<file path="config.mk">
export PLATFORM = sky130hd
export DESIGN_NAME = icache_lookup_unit_flat
export DESIGN_NICKNAME = d
export VERILOG_FILES = /design/src/rtl/icache_lookup_unit_pkg.sv /design/src/rtl/icache_lookup_unit_if.sv /design/src/rtl/icache_lookup_unit_plru_tree.sv /design/src/rtl/icache_lookup_unit.sv /design/src/flat_wrapper.sv
export SDC_FILE = /design/constraint.sdc
export NUM_CORES = 1
export LEC_CHECK = 0
export CAP_MARGIN = 20
export CORE_AREA = 8 8 322 324
export DETAILED_ROUTE_END_ITERATION = 10
export DIE_AREA = 0 0 330 332
export PLACE_DENSITY_LB_ADDON = 0.12
export SKIP_CTS_REPAIR_TIMING = 1
export SLEW_MARGIN = 10
export SYNTH_ARGS = -nofsm -noshare
export SYNTH_HDL_FRONTEND = slang
export SYNTH_SLANG_ARGS = --single-unit
</file>
<file path="constraint.sdc">
create_clock -name clk_i -period 10.2 [get_ports clk_i]
set_clock_uncertainty 0.1 [all_clocks]
set_input_delay 1.02 -clock clk_i [delete_from_list [all_inputs] [get_ports clk_i]]
set_output_delay 1.02 -clock clk_i [all_outputs]
set_load 0.01 [all_outputs]
</file>
<file path="src/rtl/icache_lookup_unit_pkg.sv">
// Shared types and constants for the L1 I-cache lookup stage.
// The default configuration follows the L1 associativity defined here.
package icache_lookup_unit_pkg;

   localparam int unsigned ICACHE_L1_ASSOCIATIVITY = 4;
   localparam int unsigned ICACHE_WAY_IDX_W        = $clog2(ICACHE_L1_ASSOCIATIVITY);
   localparam int unsigned ICACHE_PLRU_W           = ICACHE_L1_ASSOCIATIVITY - 1;

   typedef logic [ICACHE_WAY_IDX_W-1:0] icache_way_idx_t;
   typedef logic [ICACHE_PLRU_W-1:0]    icache_plru_t;

endpackage

</file>
<file path="src/rtl/icache_lookup_unit_if.sv">
// Lookup request/response bus between tag/data arrays, the lookup stage and the control FSM.
interface icache_lookup_unit_if
   import icache_lookup_unit_pkg::*;
#(
   parameter int unsigned N_WAY  = ICACHE_L1_ASSOCIATIVITY,
   parameter int unsigned N_SET  = 64,
   parameter int unsigned TAG_W  = 20,
   parameter int unsigned LINE_W = 128
);
   logic                       req_valid_i;
   logic                       req_ready_o;
   logic [$clog2(N_SET)-1:0]   req_idx_i;
   logic [TAG_W-1:0]           req_tag_i;
   logic [N_WAY*TAG_W-1:0]     tag_vec_i;
   logic [N_WAY-1:0]           valid_vec_i;
   logic [N_WAY*LINE_W-1:0]    data_vec_i;
   logic                       rsp_valid_o;
   logic                       rsp_ready_i;
   logic                       rsp_hit_o;
   logic [$clog2(N_WAY)-1:0]   rsp_way_o;
   logic [LINE_W-1:0]          rsp_line_o;
   logic [$clog2(N_WAY)-1:0]   rsp_victim_o;
   logic                       rsp_multihit_o;

   modport master (
      output req_valid_i, req_idx_i, req_tag_i, tag_vec_i, valid_vec_i, data_vec_i, rsp_ready_i,
      input  req_ready_o, rsp_valid_o, rsp_hit_o, rsp_way_o, rsp_line_o, rsp_victim_o, rsp_multihit_o
   );

   modport slave (
      input  req_valid_i, req_idx_i, req_tag_i, tag_vec_i, valid_vec_i, data_vec_i, rsp_ready_i,
      output req_ready_o, rsp_valid_o, rsp_hit_o, rsp_way_o, rsp_line_o, rsp_victim_o, rsp_multihit_o
   );
endinterface

</file>
<file path="src/rtl/icache_lookup_unit_plru_tree.sv">
// Combinational tree pseudo-LRU: heap-ordered node bits, 0 points to the lower subtree.
// Produces the post-touch state and the victim way of the incoming state.
module plru_tree #(
   parameter int unsigned N_WAY = 4
) (
   input  logic [N_WAY-2:0]         i_state,
   input  logic [$clog2(N_WAY)-1:0] i_touch_way,
   output logic [N_WAY-2:0]         o_next_state,
   output logic [$clog2(N_WAY)-1:0] o_victim_way
);
   localparam int unsigned LVL = $clog2(N_WAY);

   logic [N_WAY-1:0] w_sel;

   // Node n sits at level L; it is on the touch path when the way's top L bits equal its position.
   for (genvar n = 0; n < N_WAY - 1; n++) begin : g_node
      localparam int unsigned L   = $clog2(n + 2) - 1;
      localparam int unsigned POS = n + 1 - (1 << L);
      logic w_on_path;
      assign w_on_path       = (i_touch_way >> (LVL - L)) == LVL'(POS);
      assign o_next_state[n] = w_on_path ? ~i_touch_way[LVL-1-L] : i_state[n];
   end

   for (genvar k = 0; k < N_WAY; k++) begin : g_way
      logic [LVL-1:0] w_match;
      for (genvar l = 0; l < LVL; l++) begin : g_lvl
         localparam int unsigned NODE = (1 << l) - 1 + (k >> (LVL - l));
         localparam logic        DIR  = ((k >> (LVL - 1 - l)) & 1) != 0;
         assign w_match[l] = (i_state[NODE] == DIR);
      end
      assign w_sel[k] = &w_match;
   end

   always_comb begin
      o_victim_way = '0;
      for (int unsigned k = 0; k < N_WAY; k++) begin
         if (w_sel[k]) o_victim_way = LVL'(k);
      end
   end

endmodule

</file>
<file path="src/rtl/icache_lookup_unit.sv">
// L1 I-cache lookup stage: tag compare, hit select, multi-hit flag, PLRU victim,
// one registered response slot behind valid/ready, and saturating hit/miss counters.
module icache_lookup_unit
   import icache_lookup_unit_pkg::*;
#(
   parameter int unsigned N_WAY  = ICACHE_L1_ASSOCIATIVITY,
   parameter int unsigned N_SET  = 64,
   parameter int unsigned TAG_W  = 20,
   parameter int unsigned LINE_W = 128,
   parameter int unsigned CNT_W  = 32
) (
   input  logic                     clk_i,
   input  logic                     rst_i,
   input  logic                     flush_i,
   icache_lookup_unit_if.slave      lk_if,
   input  logic                     refill_valid_i,
   input  logic [$clog2(N_SET)-1:0] refill_idx_i,
   input  logic [$clog2(N_WAY)-1:0] refill_way_i,
   output logic [CNT_W-1:0]         hit_cnt_o,
   output logic [CNT_W-1:0]         miss_cnt_o
);
   localparam int unsigned WAY_W  = $clog2(N_WAY);
   localparam int unsigned NHIT_W = WAY_W + 1;
   localparam int unsigned PLRU_W = N_WAY - 1;

   logic [PLRU_W-1:0] r_plru [N_SET];
   logic              r_rsp_valid;
   logic              r_rsp_hit;
   logic              r_rsp_multihit;
   logic [WAY_W-1:0]  r_rsp_way;
   logic [WAY_W-1:0]  r_rsp_victim;
   logic [LINE_W-1:0] r_rsp_line;
   logic [CNT_W-1:0]  r_hit_cnt;
   logic [CNT_W-1:0]  r_miss_cnt;

   logic [N_WAY-1:0]  w_hv;
   logic [NHIT_W-1:0] w_nhit;
   logic              w_hit;
   logic              w_multihit;
   logic              w_inv_any;
   logic              w_ready;
   logic              w_acc;
   logic              w_touch_hit;
   logic [WAY_W-1:0]  w_way;
   logic [WAY_W-1:0]  w_inv_way;
   logic [WAY_W-1:0]  w_plru_victim;
   logic [WAY_W-1:0]  w_victim;
   logic [WAY_W-1:0]  w_unused_ref_victim;
   logic [LINE_W-1:0] w_line;
   logic [PLRU_W-1:0] w_plru_rd;
   logic [PLRU_W-1:0] w_hit_next;
   logic [PLRU_W-1:0] w_ref_base;
   logic [PLRU_W-1:0] w_ref_next;

   // Descending scans leave the lowest-index match in the result.
   always_comb begin
      w_hv      = '0;
      w_nhit    = '0;
      w_way     = '0;
      w_inv_any = 1'b0;
      w_inv_way = '0;
      for (int unsigned k = 0; k < N_WAY; k++) begin
         w_hv[k] = lk_if.valid_vec_i[k] && (lk_if.tag_vec_i[k*TAG_W +: TAG_W] == lk_if.req_tag_i);
         w_nhit  = w_nhit + NHIT_W'(w_hv[k]);
      end
      for (int unsigned k = N_WAY; k > 0; k--) begin
         if (w_hv[k-1]) w_way = WAY_W'(k - 1);
         if (!lk_if.valid_vec_i[k-1]) begin
            w_inv_any = 1'b1;
            w_inv_way = WAY_W'(k - 1);
         end
      end
   end

   assign w_hit       = |w_hv;
   assign w_multihit  = w_nhit > NHIT_W'(1);
   assign w_line      = w_hit ? lk_if.data_vec_i[w_way*LINE_W +: LINE_W] : '0;
   assign w_plru_rd   = r_plru[lk_if.req_idx_i];
   assign w_victim    = w_inv_any ? w_inv_way : w_plru_victim;
   assign w_ready     = !rst_i && !flush_i && (!r_rsp_valid || lk_if.rsp_ready_i);
   assign w_acc       = lk_if.req_valid_i && w_ready;
   assign w_touch_hit = w_acc && w_hit;

   // Refill touch chains after the hit touch when both land in the same set.
   assign w_ref_base = (w_touch_hit && (refill_idx_i == lk_if.req_idx_i)) ? w_hit_next
                                                                          : r_plru[refill_idx_i];

   plru_tree #(.N_WAY(N_WAY)) u_plru_hit (
      .i_state      (w_plru_rd),
      .i_touch_way  (w_way),
      .o_next_state (w_hit_next),
      .o_victim_way (w_plru_victim)
   );

   plru_tree #(.N_WAY(N_WAY)) u_plru_refill (
      .i_state      (w_ref_base),
      .i_touch_way  (refill_way_i),
      .o_next_state (w_ref_next),
      .o_victim_way (w_unused_ref_victim)
   );

   always_ff @(posedge clk_i) begin
      if (rst_i) begin
         r_rsp_valid    <= 1'b0;
         r_rsp_hit      <= 1'b0;
         r_rsp_multihit <= 1'b0;
         r_rsp_way      <= '0;
         r_rsp_victim   <= '0;
         r_rsp_line     <= '0;
         r_hit_cnt      <= '0;
         r_miss_cnt     <= '0;
         for (int unsigned s = 0; s < N_SET; s++) r_plru[s] <= '0;
      end else if (flush_i) begin
         r_rsp_valid <= 1'b0;
         for (int unsigned s = 0; s < N_SET; s++) r_plru[s] <= '0;
      end else begin
         if (w_acc) begin
            r_rsp_valid    <= 1'b1;
            r_rsp_hit      <= w_hit;
            r_rsp_multihit <= w_multihit;
            r_rsp_way      <= w_way;
            r_rsp_victim   <= w_victim;
            r_rsp_line     <= w_line;
            if (w_hit) begin
               if (r_hit_cnt != '1) r_hit_cnt <= r_hit_cnt + 1'b1;
            end else begin
               if (r_miss_cnt != '1) r_miss_cnt <= r_miss_cnt + 1'b1;
            end
         end else if (lk_if.rsp_ready_i) begin
            r_rsp_valid <= 1'b0;
         end
         if (w_touch_hit)    r_plru[lk_if.req_idx_i] <= w_hit_next;
         if (refill_valid_i) r_plru[refill_idx_i]    <= w_ref_next;
      end
   end

   assign lk_if.req_ready_o    = w_ready;
   assign lk_if.rsp_valid_o    = r_rsp_valid;
   assign lk_if.rsp_hit_o      = r_rsp_hit;
   assign lk_if.rsp_way_o      = r_rsp_way;
   assign lk_if.rsp_line_o     = r_rsp_line;
   assign lk_if.rsp_victim_o   = r_rsp_victim;
   assign lk_if.rsp_multihit_o = r_rsp_multihit;
   assign hit_cnt_o            = r_hit_cnt;
   assign miss_cnt_o           = r_miss_cnt;

endmodule

</file>
<file path="src/flat_wrapper.sv">
// flat-port wrapper written by rule: the top's interface ports become plain ports
module icache_lookup_unit_flat import icache_lookup_unit_pkg::*;
#(
   parameter int unsigned N_WAY  = ICACHE_L1_ASSOCIATIVITY,
   parameter int unsigned N_SET  = 64,
   parameter int unsigned TAG_W  = 20,
   parameter int unsigned LINE_W = 128,
   parameter int unsigned CNT_W  = 32
)
  (clk_i, rst_i, flush_i, refill_valid_i, refill_idx_i, refill_way_i, hit_cnt_o, miss_cnt_o, lk_if_req_valid_i, lk_if_req_idx_i, lk_if_req_tag_i, lk_if_tag_vec_i, lk_if_valid_vec_i, lk_if_data_vec_i, lk_if_rsp_ready_i, lk_if_req_ready_o, lk_if_rsp_valid_o, lk_if_rsp_hit_o, lk_if_rsp_way_o, lk_if_rsp_line_o, lk_if_rsp_victim_o, lk_if_rsp_multihit_o);
  icache_lookup_unit_if #(.N_WAY(N_WAY), .N_SET(N_SET), .TAG_W(TAG_W), .LINE_W(LINE_W)) lk_if_i ();
  input  logic clk_i;
  input  logic rst_i;
  input  logic flush_i;
  input  logic refill_valid_i;
  input  logic [$clog2(N_SET)-1:0] refill_idx_i;
  input  logic [$clog2(N_WAY)-1:0] refill_way_i;
  output logic [CNT_W-1:0] hit_cnt_o;
  output logic [CNT_W-1:0] miss_cnt_o;
  input wire logic [$bits(lk_if_i.req_valid_i)-1:0] lk_if_req_valid_i;
  input wire logic [$bits(lk_if_i.req_idx_i)-1:0] lk_if_req_idx_i;
  input wire logic [$bits(lk_if_i.req_tag_i)-1:0] lk_if_req_tag_i;
  input wire logic [$bits(lk_if_i.tag_vec_i)-1:0] lk_if_tag_vec_i;
  input wire logic [$bits(lk_if_i.valid_vec_i)-1:0] lk_if_valid_vec_i;
  input wire logic [$bits(lk_if_i.data_vec_i)-1:0] lk_if_data_vec_i;
  input wire logic [$bits(lk_if_i.rsp_ready_i)-1:0] lk_if_rsp_ready_i;
  output wire logic [$bits(lk_if_i.req_ready_o)-1:0] lk_if_req_ready_o;
  output wire logic [$bits(lk_if_i.rsp_valid_o)-1:0] lk_if_rsp_valid_o;
  output wire logic [$bits(lk_if_i.rsp_hit_o)-1:0] lk_if_rsp_hit_o;
  output wire logic [$bits(lk_if_i.rsp_way_o)-1:0] lk_if_rsp_way_o;
  output wire logic [$bits(lk_if_i.rsp_line_o)-1:0] lk_if_rsp_line_o;
  output wire logic [$bits(lk_if_i.rsp_victim_o)-1:0] lk_if_rsp_victim_o;
  output wire logic [$bits(lk_if_i.rsp_multihit_o)-1:0] lk_if_rsp_multihit_o;
  assign lk_if_i.req_valid_i = lk_if_req_valid_i;
  assign lk_if_i.req_idx_i = lk_if_req_idx_i;
  assign lk_if_i.req_tag_i = lk_if_req_tag_i;
  assign lk_if_i.tag_vec_i = lk_if_tag_vec_i;
  assign lk_if_i.valid_vec_i = lk_if_valid_vec_i;
  assign lk_if_i.data_vec_i = lk_if_data_vec_i;
  assign lk_if_i.rsp_ready_i = lk_if_rsp_ready_i;
  assign lk_if_req_ready_o = lk_if_i.req_ready_o;
  assign lk_if_rsp_valid_o = lk_if_i.rsp_valid_o;
  assign lk_if_rsp_hit_o = lk_if_i.rsp_hit_o;
  assign lk_if_rsp_way_o = lk_if_i.rsp_way_o;
  assign lk_if_rsp_line_o = lk_if_i.rsp_line_o;
  assign lk_if_rsp_victim_o = lk_if_i.rsp_victim_o;
  assign lk_if_rsp_multihit_o = lk_if_i.rsp_multihit_o;
  icache_lookup_unit #(.N_WAY(N_WAY), .N_SET(N_SET), .TAG_W(TAG_W), .LINE_W(LINE_W), .CNT_W(CNT_W)) u_core (.clk_i(clk_i), .rst_i(rst_i), .flush_i(flush_i), .lk_if(lk_if_i), .refill_valid_i(refill_valid_i), .refill_idx_i(refill_idx_i), .refill_way_i(refill_way_i), .hit_cnt_o(hit_cnt_o), .miss_cnt_o(miss_cnt_o));
endmodule
</file>
Yosys cells after proc, flatten, opt, wreduce, memory -nomap -nowiden
Memories as Yosys holds them, arrays and structs flattened. Cells that the tools add are included.

Output and inout port bits: 200. Bits in registers: 199. Word-level logic and storage cells: 228. Bits in writable memories: 192. Memories: 1. Input bits: 636.

Multiplexer cells: 107. Eq/ne operators: 7. Shift-type cells: 1. $add $sub $neg: 5. Reduce and logical (&&, ||, !) cells: 26. Magnitude comparators: 1. Bitwise operators: 72.

Memory list: u_core.r_plru (depth 64, bits a word 3, read ports 2, clocked after Yosys merged registers in 0, wr ports 64, line icache_lookup_unit.sv:26) `logic [PLRU_W-1:0] r_plru [N_SET];`.

Operators by type and width (count): $shiftx 512x10->128 (1); $mux 3 (67); $mux 128 (1); $eq 20x20->1 (4); $add 32x1->32 const B (2); $ne 32x32->1 const B (2); $or 1x1->1 (64); $mux 1 (26); $mux 2 (11); $mux 6 (2); $logic_and 1x1->1 (9); $not 1->1 (8); $reduce_and 2->1 (4); $reduce_and 4->1 (2); $add 3x1->3 (2); $eq 6x6->1 (1); $reduce_or 3->1 (2); $logic_not 2->1 (2); $reduce_or 4->1 (1); $gt 3x1->1 const B (1); $logic_not 1->1 (3); $add 1x1->2 (1); $reduce_bool 2->1 (1); $reduce_or 2->1 (1); $logic_or 1x1->1 (1).

Longest topological paths before layout
Gate-level depths: netlist of the first run.

Depth after elaboration: 11. Depth in mapped cells: 16. Depth with buffers taken out: 11.

Cells and area by module
Synthesis of the first run repeated with hierarchy kept, for this count alone.

Cells, all modules: 2530. Area total of the unflattened synthesis: 23834.1 sq um.

Modules (own cells, without submodules): icache_lookup_unit (area an instance 23756.5 sq um, cells an instance 2514, times used 1, sequential area each 9749.4 sq um); plru_tree (area an instance 38.8 sq um, cells an instance 8, times used 2, sequential area each 0.0 sq um).

Worst setup path after synthesis of the first run
Ideal clock, no wire load.

Kind: input to register. From: in lk_if_req_tag_i[2]. To: mem u_core.r_plru[1][0] (netlist name), enable pin. Stages: 13. Arrival: 3.594 ns. Slack: 6.197 ns. Library setup time: 0.309 ns. Data required time: 9.791 ns. Path buffers: 4. Cells stage by stage: clkbuf_1 xnor2_1 nand4_1 nor4_1 nand4_1 ha_1 nor2_1 a211o_4 buf_2 clkbuf_1 buf_1 nand2_1 nand3_1.

RTL lines: start, declared (line flat_wrapper.sv:22) `input wire logic [$bits(lk_if_i.req_tag_i)-1:0] lk_if_req_tag_i;`; end, declared (line icache_lookup_unit.sv:26).

==> results.sh, run 1 <==
export IMPL_worst_ir_drop_vdd_mv=0.120
export IMPL_cp_top_family="simple AND/OR/NAND/NOR gates"
export IMPL_critPathRequiredTime_ns=10.47
export IMPL_p_total_mw=4.31
export IMPL_crit_path_start_kind="input pin"
export IMPL_netlist_area_sq_um=24400
export IMPL_hold_viol=0
export IMPL_crit_type="input pin to flip-flop"
export IMPL_cp_slowest_stage_delay_ns=0.80
export IMPL_final_setup_tns_ns=0
export IMPL_cap_violations=0
export IMPL_p_leak_nw=11.5
export IMPL_hold_depth=2
export IMPL_cp_end_kind="flip-flop"
export IMPL_synth_edf_count=192
export IMPL_drcViolationCount=0
export IMPL_grt_pass1_wl_um=217000
export IMPL_grt_overflow_total=0
export IMPL_path_max_fanout=50
export IMPL_initial_core_util=0.246
export IMPL_synth_seq_cells=391
export IMPL_mostFrequentLayoutCells="clkdlybuf4s50_1, nand2_1, nand3_1"
export IMPL_synth_cell_types=90
export IMPL_clk_insertion_delay_late_ns=0.66
export IMPL_grt_use_total=0.279
export IMPL_timing_rr_start="u_core.lk_if.rsp_valid_o"
export IMPL_slew_violations=0
export IMPL_setup_ws_ns=4.60
export IMPL_ys_flop_type="dfxtp_1"
export IMPL_synthCells=2727
export IMPL_max_freq_ghz=0.179
export IMPL_synthArstFlopShare=0
export IMPL_port_buffers=835
export IMPL_drive_gt1_frac=0.0832
export IMPL_ctsLongestPathBuffers=3
export IMPL_die_x_um=330
export IMPL_hp_class="flip-flop to flip-flop"
export IMPL_core_sq_um=99000
export IMPL_cts_num_sinks=391
export IMPL_p_sw_mw=1.13
export IMPL_pre_cts_ws_ns=4.04
export IMPL_r2r_end="u_core.r_plru[18][2]"
export IMPL_synth_area_per_cell_sq_um=8.95
export IMPL_yosysSeqAreaShare=0.400
export IMPL_fp_dieH_um=332
export IMPL_post_drt_wl_per_cell_um=33.3
export IMPL_drt_pass1_iterations=10
export IMPL_cts_tree="yes"
export IMPL_grt_max_degree=139
export IMPL_hold_path_endpoint="u_core.lk_if.rsp_line_o[12]"
export IMPL_power_frac_comb=0.144
export IMPL_cts_inserted_buffers=52
export IMPL_slew_headroom=0.229
export IMPL_viasPerCell=5.43
export IMPL_hp_start="u_core.lk_if.rsp_line_o[12]"
export IMPL_cts_clk_slew_worst_paths_ns=0.07
export IMPL_cp_num_buf_inv=1
export IMPL_worst_hold_slack_ns=0.351
export IMPL_rr_worst_depth=9
export IMPL_rows=116
export IMPL_power_frac_clock=0.459
export IMPL_arrival_ns=5.87
export IMPL_nNetsFinal=4083
export IMPL_h_tree_depth=2
export IMPL_crit_chain="clkdlybuf4s50_1 > xnor2_1 > nand4_1 > nor4_1 > nand4_1 > ha_1 > nor2_1 > a211o_4 > nand4_4 > o31ai_4 > or2_4 > o22ai_1"
export IMPL_powerDensity_nw_per_um2=121
export IMPL_critPathSlowestCell="or2_4"
export IMPL_rsz0062_at_grt="false"
export IMPL_setup_violations=0
export IMPL_root_buffer="clkbuf_16"
export IMPL_r2r_slack_ns=5.26
export IMPL_die_area_sq_um=110000
export IMPL_sequentialPowerShare=0.397
export IMPL_layout_commonest_cell="clkdlybuf4s50_1"
export IMPL_vias=26000
export IMPL_power_internal_mw=3.18
export IMPL_post_route_min_period_ns=5.60
export IMPL_area_growth_pct=46.1
export IMPL_syn_num_nets=3368
export IMPL_grt_pass1_vias=25900
export IMPL_min_period_over_period=0.549
export IMPL_worst_slew_pin_slew_ns=1.15
export IMPL_ys_warn_count=0
export IMPL_antenna_found_initial=31
export IMPL_critPathMostFrequentCell="nand4_1"
export IMPL_ant_nets=0
export IMPL_hpwl_um=123000
export IMPL_swShare=0.263
export IMPL_routed_wl_um=160000
export IMPL_gp_congestion=0.964
export IMPL_ioPinCount=836
export IMPL_drtIter0Drc=2634
export IMPL_outcome="complete, no violations"
==> logic make-up (layout without fill, tap and decap cells) <==
family | Yosys count | in the layout | synth area share
and+or+nand+nor | 1002 | 1002 | 0.195
AOI/OAI and AO/OA | 764 | 764 | 0.219
DFF | 391 | 391 | 0.400
buffers and inverters | 240 | 997 | 0.0467
muxes | 188 | 188 | 0.0876
xor gates and xnor gates | 137 | 137 | 0.0492
adders and majority gates | 5 | 5 | 0.00256
other | 0 | 14 | 0
==> worst reg2reg max path: cells and delay by family (launching register included) <==
family           cells  cell delay [ns]
AO/OA/AOI/OAI        3             1.29
flip-flops           1             0.30
AND/OR/NAND/NOR      6             2.98
==> registers in the layout (all words and copies together), names as in the netlist, 2 cells and up <==
register	count
u_core.lk_if.rsp_way_o	2
u_core.r_plru	192
u_core.lk_if.rsp_victim_o	2
u_core.hit_cnt_o	32
u_core.lk_if.rsp_line_o	128
u_core.miss_cnt_o	32
==> stage by stage <==
step / instances / cell area (sq um) / util
finish: 4796 / 35600 / 0.360
global route: 4787 / 35600 / 0.360
CTS: 4782 / 35600 / 0.360
detailed placement: 4686 / 33800 / 0.342
global placement: 4686 / 33800 / 0.342
floorplan: 2727 / 24400 / -
==> per-layer routing <==
layer | track usage | up-vias | share of wire
met5 | 0 | - | 0.00091
met4 | 0.103 | 22 | 0.047
met3 | 0.0781 | 273 | 0.086
met2 | 0.467 | 1338 | 0.47
met1 | 0.338 | 12700 | 0.39
li1 | - | 11700 | -
==> how the worst max path moves through the flow <==
stage / startpoint / to / slack [ns] / cells after the start
floorplan: lk_if_req_tag_i[2] / u_core.r_plru[1][0] / 6.20 / 13
global placement: lk_if_req_tag_i[6] / u_core.r_plru[59][2] / 4.08 / 12
detailed placement: lk_if_req_tag_i[6] / u_core.r_plru[19][2] / 4.04 / 12
CTS: lk_if_req_tag_i[6] / u_core.r_plru[47][2] / 4.72 / 12
global route: lk_if_req_tag_i[6] / u_core.r_plru[18][2] / 4.44 / 12
finish: lk_if_req_tag_i[17] / u_core.r_plru[18][2] / 4.60 / 12
==> synthesized netlist by cell type, types with 6 or more instances <==
cell | count | area, sq um
or3_1 | 13 | 81.3
buf_4 | 7 | 52.6
a21oi_1 | 142 | 711
nor3_1 | 13 | 65.1
a211oi_1 | 25 | 188
o211ai_1 | 8 | 60.1
mux2i_1 | 143 | 1430
nand2_1 | 362 | 1360
o22ai_1 | 43 | 269
buf_6 | 10 | 113
dfxtp_1 | 199 | 3980
nor2b_1 | 34 | 213
o41ai_1 | 7 | 61.3
a221oi_1 | 25 | 219
nand3_1 | 244 | 1220
buf_8 | 7 | 105
mux2_2 | 27 | 304
o21ai_1 | 35 | 175
and3_1 | 19 | 119
clkbuf_1 | 140 | 526
edfxtp_1 | 192 | 5770
nand4_1 | 45 | 282
a31oi_1 | 9 | 56.3
nor2_1 | 184 | 691
a22oi_1 | 28 | 210
o32ai_1 | 8 | 70.1
mux4_2 | 16 | 360
a21o_1 | 103 | 773
xnor2_1 | 80 | 701
inv_1 | 16 | 60.1
xor2_1 | 57 | 499
and3b_1 | 6 | 52.6
buf_2 | 47 | 235
nor4_1 | 17 | 106
buf_1 | 12 | 45.0
o21ai_0 | 102 | 510
o31ai_1 | 25 | 188
and2_1 | 8 | 50.1
nor3b_1 | 8 | 60.1
o221ai_1 | 104 | 911
and4_1 | 14 | 123
o21ai_2 | 62 | 543
==> area by class of cell <==
cell class                 count  area (sq um)
fill                       10200         63300
multi-input combinational   2096         13600
sequential                   391          9750
timing repair buffer         884          8730
tap                         1298          1620
clock buffer                  74          1520
clock inverter                22           283
inverter                      17          63.8
antenna                       14          35.0
==> power groups by stage <==
stage	clock [mW]	sequential, mW	combinational, mW
global placement	0	1.75	0.613
floorplan	0	1.72	0.237
detailed placement	0	1.74	0.612
global route	2.08	1.71	0.649
CTS	2.03	1.71	0.615
finish	1.98	1.71	0.620
Note: power is estimated with default switching activity, not from simulation.
==> inputs of run 2 (changes only) <==
clock period = 5.6 ns   (was 10.2 ns; I/O delays follow)
==> run 2 against run 1 <==
Against the previous run:
- global-route usage decreased by 0.082 points
- utilization rose by 0.37 points
- non-clock buffer count is 50 higher
- flip-flop and latch count unchanged
- count of clock-buffer cells in the layout is 6 higher
==> results.sh, run 2 (synthesized netlist as in run 1, its figures left out) <==
export IMPL_ctsLongestPathBuffers=3
export IMPL_routed_wl_um=160000
export IMPL_root_buffer="clkbuf_16"
export IMPL_setup_ws_ns=1.44
export IMPL_grt_busiest_layer="met2"
export IMPL_cap_violations=0
export IMPL_slew_headroom=0.184
export IMPL_grtUsageMet2=0.463
export IMPL_power_frac_comb=0.154
export IMPL_critPathRequiredTime_ns=5.99
export IMPL_setup_violations=0
export IMPL_pre_cts_ws_ns=0.847
export IMPL_area_growth_pct=47.6
export IMPL_rows=116
export IMPL_grt_use_met1=0.333
export IMPL_cp_num_buf_inv=3
export IMPL_crit_chain="clkdlybuf4s50_1 > xnor2_1 > nand4_1 > nor4_1 > nand4_1 > ha_1 > nor2_1 > a211o_4 > buf_4 > and2_1 > buf_4 > nand3_1 > o21ai_1"
export IMPL_worst_hold_slack_ns=0.177
export IMPL_mostFrequentLayoutCells="clkdlybuf4s50_1, nand2_1, nand3_1"
export IMPL_hp_class="input pin to flip-flop"
export IMPL_dp_cells=4736
export IMPL_gp_congestion=0.927
export IMPL_largest_reg_flops=192
export IMPL_ant_nets=0
export IMPL_clk_insertion_delay_late_ns=0.65
export IMPL_cts_tree="yes"
export IMPL_grt_pass1_wl_um=216000
export IMPL_worst_slew_pin_slew_ns=1.22
export IMPL_outcome="complete, no violations"
export IMPL_cp_slowest_stage_delay_ns=0.61
export IMPL_initial_core_util=0.246
export IMPL_cp_top_family="simple AND/OR/NAND/NOR gates"
export IMPL_hold_viol=0
export IMPL_cts_num_sinks=391
export IMPL_power_frac_clock=0.435
export IMPL_die_x_um=330
export IMPL_ioPinCount=836
export IMPL_cts_inserted_buffers=52
export IMPL_fp_dieH_um=332
export IMPL_core_sq_um=99000
export IMPL_power_internal_mw=5.51
export IMPL_final_setup_tns_ns=0
export IMPL_swShare=0.273
export IMPL_path_max_fanout=37
export IMPL_instances_no_fill=4849
export IMPL_regArea_sq_um=9750
export IMPL_antenna_found_initial=37
export IMPL_viasPerCell=5.39
export IMPL_max_freq_ghz=0.240
export IMPL_hpwl_um=125000
export IMPL_nNetsFinal=4133
export IMPL_rsz0062_at_grt="false"
export IMPL_critPathSlowestCell="clkdlybuf4s50_1"
export IMPL_worst_ir_drop_vdd_mv=0.217
export IMPL_global_route_usage_met3=0.0812
export IMPL_sequentialPowerShare=0.411
export IMPL_crit_type="input pin to flip-flop"
export IMPL_drtIter0Drc=2489
export IMPL_drcViolationCount=0
export IMPL_min_period_over_period=0.743
export IMPL_powerDensity_nw_per_um2=210
export IMPL_largest_register="u_core.r_plru"
export IMPL_num_fill_cells=10200
export IMPL_multi_input_area_sq_um=13600
export IMPL_port_buffers=835
export IMPL_drt_pass1_iterations=6
export IMPL_p_leak_nw=11.7
export IMPL_cp_end_kind="flip-flop"
export IMPL_post_route_cell_area_sq_um=36000
export IMPL_layout_commonest_cell="clkdlybuf4s50_1"
export IMPL_grt_pass1_vias=25900
export IMPL_post_drt_wl_per_cell_um=33.0
export IMPL_cts_clk_slew_worst_paths_ns=0.06
export IMPL_p_sw_mw=2.07
export IMPL_die_area_sq_um=110000
export IMPL_post_route_min_period_ns=4.16
export IMPL_drive_gt1_frac=0.0950
export IMPL_grt_use_total=0.278
export IMPL_slew_violations=0
export IMPL_crit_path_start_kind="input pin"
export IMPL_h_tree_depth=2
export IMPL_grt_overflow_total=0
export IMPL_placed_cell_area_sq_um=34300
export IMPL_grt_max_degree=92
export IMPL_vias=26100
export IMPL_arrival_ns=4.55
[run 2: layout make-up]
| cell class | count | area share |
|---|---|---|
| clock inverters | 17 | 0.00347 |
| repair buffers | 934 | 0.257 |
| clock buffers | 80 | 0.0419 |
| inverters | 17 | 0.00177 |
| diodes | 16 | 0.00111 |
| multi-input cells | 2096 | 0.379 |
| well taps | 1298 | 0.0451 |
| flip-flops and latches | 391 | 0.271 |
[run 2: power groups by stage]
| stage | logic [mW] | clock network [mW] | registers [mW] |
|---|---|---|---|
| floorplan | 0.432 | 0 | 3.14 |
| global placement | 1.15 | 0 | 3.18 |
| detailed placement | 1.15 | 0 | 3.17 |
| CTS | 1.15 | 3.39 | 3.11 |
| global route | 1.22 | 3.47 | 3.12 |
| finish | 1.16 | 3.30 | 3.11 |
[run 2: routing by layer]
metal / vias up / share of wire
met1: 12700 / 0.39
met2: 1285 / 0.48
met4: 30 / 0.046
met3: 288 / 0.089
li1: 11800 / -
met5: - / 0.0012
[run 2: worst paths after layout]
check | depth (start not counted) | start | slack (ns) | end
max | 13 | lk_if_req_tag_i[17] | 1.44 | u_core.r_plru[41][2]
min | 2 | rst_i | 0.18 | u_core.lk_if.rsp_line_o[26]
min reg2reg | 2 | u_core.lk_if.rsp_hit_o | 0.34 | u_core.lk_if.rsp_hit_o
max reg2reg | 10 | u_core.r_plru[15][1] | 2.06 | u_core.r_plru[16][1]
[run 2: metrics by stage]
stage	util	power (mW)
floorplan	-	3.57
global route	0.363	7.81
CTS	0.363	7.66
detailed placement	0.347	4.32
global placement	0.347	4.33
finish	0.364	7.58
==> inputs of run 3 (changes only) <==
clock period = 3.9 ns   (was 5.6 ns; I/O delays follow)
==> run 3 against run 2 <==
Against the previous run:
- power grew 50%
- worst setup slack lost 1.2 ns
- sequential share of layout area shrank 1.6 points
- register-to-register slack lost 1.7 ns
- critical path type unchanged
- largest power group unchanged
==> results.sh, run 3 (synthesized netlist as in run 1, its figures left out) <==
export IMPL_outcome="complete, no violations"
export IMPL_port_buffers=835
export IMPL_drt_pass1_iterations=8
export IMPL_hold_viol=0
export IMPL_setup_violations=0
export IMPL_initial_core_util=0.246
export IMPL_sequentialPowerShare=0.393
export IMPL_min_period_over_period=0.949
export IMPL_worst_ir_drop_vdd_mv=0.373
export IMPL_setup_ws_ns=0.198
export IMPL_largest_reg_flops=192
export IMPL_cp_end_kind="flip-flop"
export IMPL_clk_insertion_delay_late_ns=0.63
export IMPL_grt_pass1_wl_um=223000
export IMPL_routed_wl_um=164000
export IMPL_cts_clk_slew_worst_paths_ns=0.06
export IMPL_rows=116
export IMPL_nNetsFinal=4360
export IMPL_power_internal_mw=8.32
export IMPL_power_frac_comb=0.163
export IMPL_power_frac_clock=0.444
export IMPL_post_drt_wl_per_cell_um=32.4
export IMPL_cts_num_sinks=391
export IMPL_instances_no_fill=5076
export IMPL_cap_violations=0
export IMPL_gp_congestion=0.974
export IMPL_die_area_sq_um=110000
export IMPL_cp_slowest_stage_delay_ns=0.72
export IMPL_root_buffer="clkbuf_16"
export IMPL_antenna_found_initial=32
export IMPL_mostFrequentLayoutCells="clkdlybuf4s50_1, nand2_1, buf_4"
export IMPL_die_x_um=330
export IMPL_hp_class="input pin to flip-flop"
export IMPL_ant_nets=0
export IMPL_highest_layer="met5"
export IMPL_p_sw_mw=3.04
export IMPL_dp_cells=4961
export IMPL_path_max_fanout=12
export IMPL_grt_use_total=0.286
export IMPL_grt_pass1_vias=26700
export IMPL_critPathMostFrequentCell="buf_12"
export IMPL_ctsLongestPathBuffers=3
export IMPL_worst_slew_pin_slew_ns=1.20
export IMPL_area_growth_pct=56.8
export IMPL_crit_chain="clkdlybuf4s50_1 > xor2_1 > or4_1 > nor4_1 > buf_4 > and4_1 > a41oi_1 > o21ai_2 > buf_12 > nand3b_4 > a31oi_4 > buf_12 > buf_12 > o21ai_2"
export IMPL_drtIter0Drc=2549
export IMPL_critPathSlowestCell="clkdlybuf4s50_1"
export IMPL_crit_path_start_kind="input pin"
export IMPL_core_sq_um=99000
export IMPL_p_leak_nw=13.1
export IMPL_vias=27000
export IMPL_drcViolationCount=0
export IMPL_cp_num_buf_inv=5
export IMPL_crit_type="input pin to flip-flop"
export IMPL_routedLengthMet1_um=64700
export IMPL_cp_top_family="buffers and inverters"
export IMPL_post_route_util=0.386
export IMPL_pre_cts_ws_ns=-0.578
export IMPL_drive_gt1_frac=0.148
export IMPL_layout_commonest_cell="clkdlybuf4s50_1"
export IMPL_grt_overflow_total=0
export IMPL_max_freq_ghz=0.270
export IMPL_hpwl_um=133000
export IMPL_powerDensity_nw_per_um2=297
export IMPL_largest_register="u_core.r_plru"
export IMPL_routed_wl_met2_um=80200
export IMPL_viasPerCell=5.33
export IMPL_slew_violations=0
export IMPL_swShare=0.268
export IMPL_slew_headroom=0.201
export IMPL_cts_tree="yes"
export IMPL_rsz0062_at_grt="false"
export IMPL_grt_max_degree=160
export IMPL_final_setup_tns_ns=0
export IMPL_post_route_min_period_ns=3.70
export IMPL_dr_wl_met3_um=13300
export IMPL_ioPinCount=836
export IMPL_cts_inserted_buffers=53
export IMPL_arrival_ns=3.99
export IMPL_critPathRequiredTime_ns=4.18
export IMPL_fp_dieH_um=332
export IMPL_h_tree_depth=2
==> run 3: changes by cell type in the layout (fill, tap and decap cells not counted), moves of 3 or more <==
cell,delta
buf_4,+187
nor3_1,+3
nor2_1,+5
buf_12,+38
nor3b_2,-4
nor3b_1,+4
nor3_2,-3
bufinv_16,+4
nor2_2,-5
clkbuf_1,-4
==> run 3: final cells by class <==
cell class / instances / area [sq um]
repair buffers: 1160 / 11400
inverters: 17 / 63.8
multi-input cells: 2096 / 13600
clock inverters: 23 / 246
clock buffers: 76 / 1500
fillers: 10100 / 60700
diodes: 15 / 37.5
flip-flops and latches: 391 / 9750
well taps: 1298 / 1620
==> run 3: power by group through the flow <==
| stage | clock network [mW] | logic, mW | registers, mW |
|---|---|---|---|
| 3_5_place_dp | 0 | 1.82 | 4.55 |
| 2_1_floorplan | 0 | 0.620 | 4.51 |
| 3_3_place_gp | 0 | 1.83 | 4.55 |
| 4_1_cts | 5.16 | 1.83 | 4.47 |
| 6_report | 5.04 | 1.85 | 4.47 |
| 5_1_grt | 5.31 | 1.93 | 4.47 |
==> run 3: routing by layer <==
metal | GRT usage | vias to the layer above
li1 | - | 12300
met1 | 0.346 | 13300
met2 | 0.488 | 1232
met3 | 0.0762 | 225
met4 | 0.0929 | 20
met5 | 0 | -
==> run 3: tightest hold or removal path: cells and delay by family <==
kind,cells,cell delay [ns]
buffers and inverters,1,0.39
AND/OR/NAND/NOR,1,0.10
AO/OA/AOI/OAI,1,0.07
==> run 3: stage by stage <==
step	total power [mW]	area [sq um]	hold WS, ns
after floorplan	5.13	24400	0.367
after global placement	6.39	36400	0.337
after detailed placement	6.38	36400	0.339
after CTS	11.5	38200	-0.0677
after global routing	11.7	38200	0.269
final	11.4	38200	0.265
==> run 3: final timing paths <==
check | depth (start not counted) | slack (ns) | startpoint | endpoint
max | 14 | 0.20 | lk_if_req_tag_i[7] | u_core.r_plru[10][1]
min | 3 | 0.27 | lk_if_data_vec_i[489] | u_core.lk_if.rsp_line_o[105]
max reg2reg | 11 | 0.33 | u_core.r_plru[36][1] | u_core.r_plru[10][1]
min reg2reg | 2 | 0.34 | u_core.lk_if.rsp_hit_o | u_core.lk_if.rsp_hit_o
